`src/rtl/writeback_scoreboard_pkg.sv`:
```
// Shared widths, depths and the completion-entry type for the writeback scoreboard.
package writeback_scoreboard_pkg;

  localparam int unsigned XLEN          = 32;
  localparam int unsigned REG_ADDR_W    = 5;
  localparam int unsigned WB_FIFO_DEPTH = 4;
  localparam int unsigned WB_CNT_W      = $clog2(WB_FIFO_DEPTH + 1);

  typedef struct packed {
    logic [REG_ADDR_W-1:0] rd;
    logic [XLEN-1:0]       data;
  } wb_entry_t;

endpackage

```
`src/rtl/writeback_scoreboard_wb_fifo.sv`:
```
// In-order completion FIFO with two push ports (port a lands ahead of port b) and one pop port.
module wb_fifo
  import writeback_scoreboard_pkg::*;
(
  input  logic                clk_i,
  input  logic                rst_i,
  input  logic                push_a_valid_i,
  input  wb_entry_t           push_a_entry_i,
  input  logic                push_b_valid_i,
  input  wb_entry_t           push_b_entry_i,
  input  logic                pop_i,
  output wb_entry_t           head_o,
  output logic [WB_CNT_W-1:0] count_o
);

  localparam int unsigned PtrW = $clog2(WB_FIFO_DEPTH);

  wb_entry_t             mem_q [WB_FIFO_DEPTH];
  logic [PtrW-1:0]       wr_ptr_q, wr_ptr_d;
  logic [PtrW-1:0]       rd_ptr_q, rd_ptr_d;
  logic [PtrW-1:0]       slot_b;
  logic [WB_CNT_W-1:0]   count_q, count_d;
  logic [1:0]            num_push;
  logic                  pop_en;

  always_comb begin
    pop_en   = pop_i && (count_q != '0);
    num_push = {1'b0, push_a_valid_i} + {1'b0, push_b_valid_i};
    // Port b takes the slot after port a when both push together.
    slot_b   = push_a_valid_i ? wr_ptr_q + PtrW'(1) : wr_ptr_q;
    wr_ptr_d = wr_ptr_q + PtrW'(num_push);
    rd_ptr_d = rd_ptr_q + PtrW'(pop_en);
    count_d  = count_q + WB_CNT_W'(num_push) - WB_CNT_W'(pop_en);
  end

  always_ff @(posedge clk_i) begin
    if (rst_i) begin
      wr_ptr_q <= '0;
      rd_ptr_q <= '0;
      count_q  <= '0;
    end else begin
      wr_ptr_q <= wr_ptr_d;
      rd_ptr_q <= rd_ptr_d;
      count_q  <= count_d;
    end
  end

  always_ff @(posedge clk_i) begin
    if (!rst_i) begin
      if (push_a_valid_i) mem_q[wr_ptr_q] <= push_a_entry_i;
      if (push_b_valid_i) mem_q[slot_b]   <= push_b_entry_i;
    end
  end

  assign head_o  = mem_q[rd_ptr_q];
  assign count_o = count_q;

endmodule

```
`src/rtl/writeback_scoreboard.sv`:
```
// Register busy scoreboard with RAW/WAW issue stall, and a registered writeback port fed by
// an in-order FIFO of mem/ALU completions.
module writeback_scoreboard
  import writeback_scoreboard_pkg::*;
(
  input  logic                  clock,
  input  logic                  reset,
  input  logic                  issueValid,
  input  logic [REG_ADDR_W-1:0] issueRd,
  input  logic [REG_ADDR_W-1:0] issueRs1,
  input  logic [REG_ADDR_W-1:0] issueRs2,
  output logic                  issueStall,
  input  logic                  aluValid,
  input  logic [REG_ADDR_W-1:0] aluRd,
  input  logic [XLEN-1:0]       aluData,
  output logic                  aluReady,
  input  logic                  memValid,
  input  logic [REG_ADDR_W-1:0] memRd,
  input  logic [XLEN-1:0]       memData,
  output logic                  memReady,
  output logic                  writeRegister,
  output logic [REG_ADDR_W-1:0] rd,
  output logic [XLEN-1:0]       dataToWrite,
  output logic [XLEN-1:0]       busyMask
);

  localparam int unsigned NumRegs = 1 << REG_ADDR_W;
  // Ready thresholds leave room for both sources landing in the same cycle.
  localparam logic [WB_CNT_W-1:0] MemReadyMax = WB_CNT_W'(WB_FIFO_DEPTH - 1);
  localparam logic [WB_CNT_W-1:0] AluReadyMax = WB_CNT_W'(WB_FIFO_DEPTH - 2);

  logic [NumRegs-1:0]    busy_q, busy_d;
  logic                  wr_en_q;
  logic [REG_ADDR_W-1:0] rd_q;
  logic [XLEN-1:0]       data_q;

  wb_entry_t             mem_entry, alu_entry, head;
  logic [WB_CNT_W-1:0]   count;
  logic                  mem_push, alu_push, pop, issue_fire;

  always_comb begin
    issueStall = reset ||
                 (issueValid && (busy_q[issueRs1] || busy_q[issueRs2] || busy_q[issueRd]));
    memReady   = !reset && (count <= MemReadyMax);
    aluReady   = !reset && (count <= AluReadyMax);
    issue_fire = issueValid && !issueStall;
    mem_push   = memValid && memReady && (memRd != '0);
    alu_push   = aluValid && aluReady && (aluRd != '0);
    pop        = (count != '0);
    mem_entry  = '{rd: memRd, data: memData};
    alu_entry  = '{rd: aluRd, data: aluData};
  end

  always_comb begin
    busy_d = busy_q;
    if (pop)        busy_d[head.rd] = 1'b0;
    if (issue_fire) busy_d[issueRd] = 1'b1;
    busy_d[0] = 1'b0;
  end

  wb_fifo u_wb_fifo (
    .clk_i          (clock),
    .rst_i          (reset),
    .push_a_valid_i (mem_push),
    .push_a_entry_i (mem_entry),
    .push_b_valid_i (alu_push),
    .push_b_entry_i (alu_entry),
    .pop_i          (pop),
    .head_o         (head),
    .count_o        (count)
  );

  always_ff @(posedge clock) begin
    if (reset) begin
      busy_q  <= '0;
      wr_en_q <= 1'b0;
      rd_q    <= '0;
      data_q  <= '0;
    end else begin
      busy_q  <= busy_d;
      wr_en_q <= pop;
      if (pop) begin
        rd_q   <= head.rd;
        data_q <= head.data;
      end
    end
  end

  assign writeRegister = wr_en_q;
  assign rd            = rd_q;
  assign dataToWrite   = data_q;
  assign busyMask      = busy_q;

endmodule

```
`config.mk`:
```
export PLATFORM = sky130hd
export DESIGN_NAME = writeback_scoreboard
export DESIGN_NICKNAME = d
export VERILOG_FILES = /design/src/rtl/writeback_scoreboard_pkg.sv /design/src/rtl/writeback_scoreboard_wb_fifo.sv /design/src/rtl/writeback_scoreboard.sv
export SDC_FILE = /design/constraint.sdc
export NUM_CORES = 1
export LEC_CHECK = 0
export ABC_AREA = 1
export BUFFER_PORTS_ARGS = -buffer_cell sky130_fd_sc_hd__buf_2
export CORE_MARGIN = 4
export CORE_UTILIZATION = 58
export DETAILED_ROUTE_END_ITERATION = 16
export PLACE_DENSITY = 0.8
export SYNTH_ARGS = -nofsm -noshare
export SYNTH_HDL_FRONTEND = slang
export SYNTH_SLANG_ARGS = --single-unit
```
`constraint.sdc`:
```
create_clock -name clock -period 3.2 [get_ports clock]
set_input_delay 0.16 -clock clock [delete_from_list [all_inputs] [get_ports clock]]
set_output_delay 0.16 -clock clock [all_outputs]
set_load 0.005 [all_outputs]
```
==> parameters.txt <==
Parameter                              Value

Outcome
  Outcome ... finished, final reports clean

Synthesis
  Synth Cell Area ... 0.0115 sq mm
  Yosys reg bits ... 224
  Mean instance size in the synthesized netlist ... 8.14 sq um
  Yosys warnings ... 0
  Synthesized net count ... 1521
  Post-Syn Instances ... 1416
  Number of unique standard cell types used by synthesis ... 33
  Fraction of the yosys area taken by sequential cells ... 51.8%

Clocking
  # resized after CTS ... 0
  Max clock buf depth ... 3
  Clock-pin slew on the worst setup and hold paths ... 0.06 ns
  Clock tree from TritonCTS ... done
  Clock net sink count ... 224
  Root Buffer ... clkbuf_16
  Cts bufs inserted ... 25
  Number of H-tree branching levels ... 1
  Later-pin clock latency in the skew report ... 0.52 ns

GRT
  Global-route usage over all layers ... 27.8%
  Via count of the first global-routing pass ... 10400
  Aggregate global routing overflow ... 0
  Antenna violations before repair ... 1
  Global-route wire length before repair ... 50.4 mm
  Pin count of the biggest net entering global routing ... 75

Drt
  Vias per inst ... 5.73
  Routed WL ... 31.1 mm
  Routed length on met1 ... 12.1 mm
  DR vias ... 10700
  ANT nets after route ... 0
  Detailed-routing iteration count for the pre-antenna-repair pass ... 6
  Total met3 wirelength after detailed routing ... 2.94 mm
  Top routing layer in use ... met4
  Number of DRC violations after detailed-routing iteration 0 ... 1121
  Average routed wire per standard cell ... 16.7 um
  Drt drc ... 0
  Routed wl met2 ... 15.3 mm

Power and ir drop
  Register share of total power ... 39.6%
  Power spent charging and discharging nets ... 3.42 mW
  Power per cell area ... 705 mW/mm^2
  Relative contribution of the clock network to total power ... 28.8%
  Total leakage power ... 6.11 nW
  Peak supply drop ... 0.457 mV
  Int Pwr ... 6.29 mW
  Proportion of power drawn by combinational gates ... 31.6%
  Fraction of power spent switching nets ... 35.2%

Timing
  Setup repair after global routing missed its margin ... no
  Number of pins exceeding their max-slew limit in the final report ... 0
  Period utilisation layout ... 93.7%
  Headroom to the max-slew limit ... 46.5%
  Maximum clock frequency ... 334 MHz
  Final Skew ... 0.0113 ns
  Slew of the pin with the lowest slew margin ... 0.803 ns
  Final hold viol count ... 0
  Crit path time final ... 3.00 ns
  Setup TNS Final ... 0 ns
  Final count of negative-setup-slack endpoints ... 0

Placement
  Hpwl dp ... 19.6 mm
  Count of input and output buffers ... 165
  Post-place instance area ... 0.0125 sq mm
  Placed cell count ... 1773
  Final RePlAce weighted congestion ... 0.959

Die
  Core Rows ... 51
  Floorplan die height ... 149 um
  Top-Level Pins ... 167
  Starting density of the core ... 59.0%
  Die Outline Area ... 0.0222 sq mm
  Core box area ... 0.0195 sq mm
  Chip width ... 149 um

Worst setup path
  Critical Path RT ... 3.47 ns
  Capture point of the worst path ... u_wb_fifo.mem_q[0][19]
  Critical path origin ... u_wb_fifo.wr_ptr_q[0]
  Critical Path Fanout Max ... 74
  Critical path launch point type ... flop
  Crit end category ... flop
  Worst reg2reg startpoint ... u_wb_fifo.wr_ptr_q[0]
  Worst R2R End ... u_wb_fifo.mem_q[0][19]
  Worst Reg2Reg Path Length in Cells ... 9
  Critical path start-end classification ... reg -> reg
  Setup slack, reg-to-reg ... 0.20 ns
  Critical path arrival ... 3.27 ns

Final layout
  Layout Area Growth over Synthesis ... 19.6%
  Most frequent cells in the layout ... 303 x nand2_1, 191 x o21ai_0, 165 x buf_2
  Utilization after layout ... 70.6%
  Layout cell share with drive strength beyond 1 ... 15.5%
  Net total in the final layout ... 1688
  Final instance area ... 0.0138 sq mm
  Commonest non-fill, non-tap cell in the layout ... nand2_1
  Non-Filler Instances ... 1868

Run
  Max cap viols ... 0

Hold path
  Tightest Hold Check Type ... in -> reg
==> worst max-delay path, stage by stage (launching register included) <==
cell and delay [ns]:
dfxtp_1 0.41, inv_1 0.10, ha_1 0.28, inv_1 0.03, o21ai_1 0.27, inv_1 0.13, nand3_2 0.09, buf_4 0.64
o21ai_1 0.17, dlygate4sd3_1 0.60
==> per-stage QoR <==
step	total power, mW	hold WS (ns)	setup slack, ns
floorplan	5.81	0.324	0.631
global placement	6.77	0.415	0.588
detailed placement	6.89	0.425	0.529
CTS	9.71	0.00174	0.324
global route	10.3	0.0147	0.0475
finish	9.72	0.0156	0.202
==> cell usage after synthesis <==
| master | count | share of area, % |
|---|---|---|
| nor2_1 | 119 | 3.9 |
| o211ai_1 | 9 | 0.59 |
| inv_1 | 132 | 4.3 |
| inv_2 | 9 | 0.29 |
| buf_4 | 5 | 0.33 |
| buf_6 | 4 | 0.39 |
| nand4_1 | 31 | 1.7 |
| ha_1 | 10 | 1.1 |
| dfxtp_1 | 76 | 13 |
| a32oi_1 | 4 | 0.30 |
| or2_2 | 3 | 0.16 |
| xnor2_1 | 1 | 0.076 |
| xor2_1 | 3 | 0.23 |
| o21ai_1 | 101 | 4.4 |
| nor2_4 | 1 | 0.098 |
| or2_1 | 1 | 0.054 |
| clkinv_1 | 1 | 0.033 |
| nand2_1 | 307 | 10 |
| a21oi_1 | 48 | 2.1 |
| o22ai_1 | 32 | 1.7 |
| nand3_1 | 51 | 2.2 |
| nand3_2 | 1 | 0.087 |
| nor3_2 | 1 | 0.087 |
| a31oi_2 | 1 | 0.11 |
| conb_1 | 1 | 0.033 |
| nor3_1 | 9 | 0.39 |
| fa_1 | 1 | 0.17 |
| nor3b_1 | 1 | 0.065 |
| buf_2 | 31 | 1.3 |
| o21bai_1 | 32 | 2.1 |
| clkbuf_1 | 51 | 1.7 |
| edfxtp_1 | 148 | 39 |
| o21ai_0 | 191 | 8.3 |
==> worst min path at each step <==
stage                     slack, ns  depth (start not counted)                      to        start
after global routing           0.01                          3  u_wb_fifo.mem_q[0][18]  aluData[18]
after global placement         0.41                          2    u_wb_fifo.count_o[0]        reset
after floorplan                0.32                          2             busyMask[1]   issueValid
after detailed placement       0.43                          2    u_wb_fifo.count_o[2]        reset
final                          0.02                          3  u_wb_fifo.mem_q[2][11]  aluData[11]
after CTS                     0.002                          3   u_wb_fifo.mem_q[2][7]   aluData[7]
==> metal layers <==
layer | up-vias | track usage (%)
met4 | 0 | 9.34
li1 | 5157 | -
met5 | - | 0
met2 | 560 | 49.1
met3 | 76 | 4.04
met1 | 4907 | 35.1
==> layout make-up <==
cell class,instances,area [sq um]
sequential,224,5970
antenna,1,2.50
tap,265,332
timing repair buffer,231,1520
clock inverter,12,124
clock buffer,34,679
multi-input combinational,959,4630
fill,1485,5740
inverter,142,533
==> registers in the layout, indices dropped and copies added, names as in the netlist <==
name and count:
busyMask 31, dataToWrite 32, rd 5, u_wb_fifo.count_o 3, u_wb_fifo.mem_q 148, u_wb_fifo.rd_ptr_q 2
u_wb_fifo.wr_ptr_q 2, writeRegister 1
==> kinds of logic after synthesis <==
family | share of synthesized area [%]
simple gates | 18.7
compound gates | 19.6
buf+inv | 8.35
flops | 51.8
fa+ha+maj | 1.26
xor+xnor | 0.304
other cells | 0.0325
==> what timing repair did <==
| action | CTS | global route |
|---|---|---|
| buffers inserted | 0 | 0 |
| setup endpoints to repair | 0 | 0 |
| hold endpoints to repair | 129 | 0 |
| hold buffers | 48 | 0 |
==> power groups by stage <==
stage | clock, mW | combinational (mW) | sequential, mW
final | 2.80 | 3.07 | 3.85
after floorplan | 0 | 1.95 | 3.86
after global placement | 0 | 2.89 | 3.88
after detailed placement | 0 | 2.98 | 3.90
after global routing | 2.96 | 3.45 | 3.89
after CTS | 2.82 | 3.05 | 3.85
(Power assumes the default switching activity.)
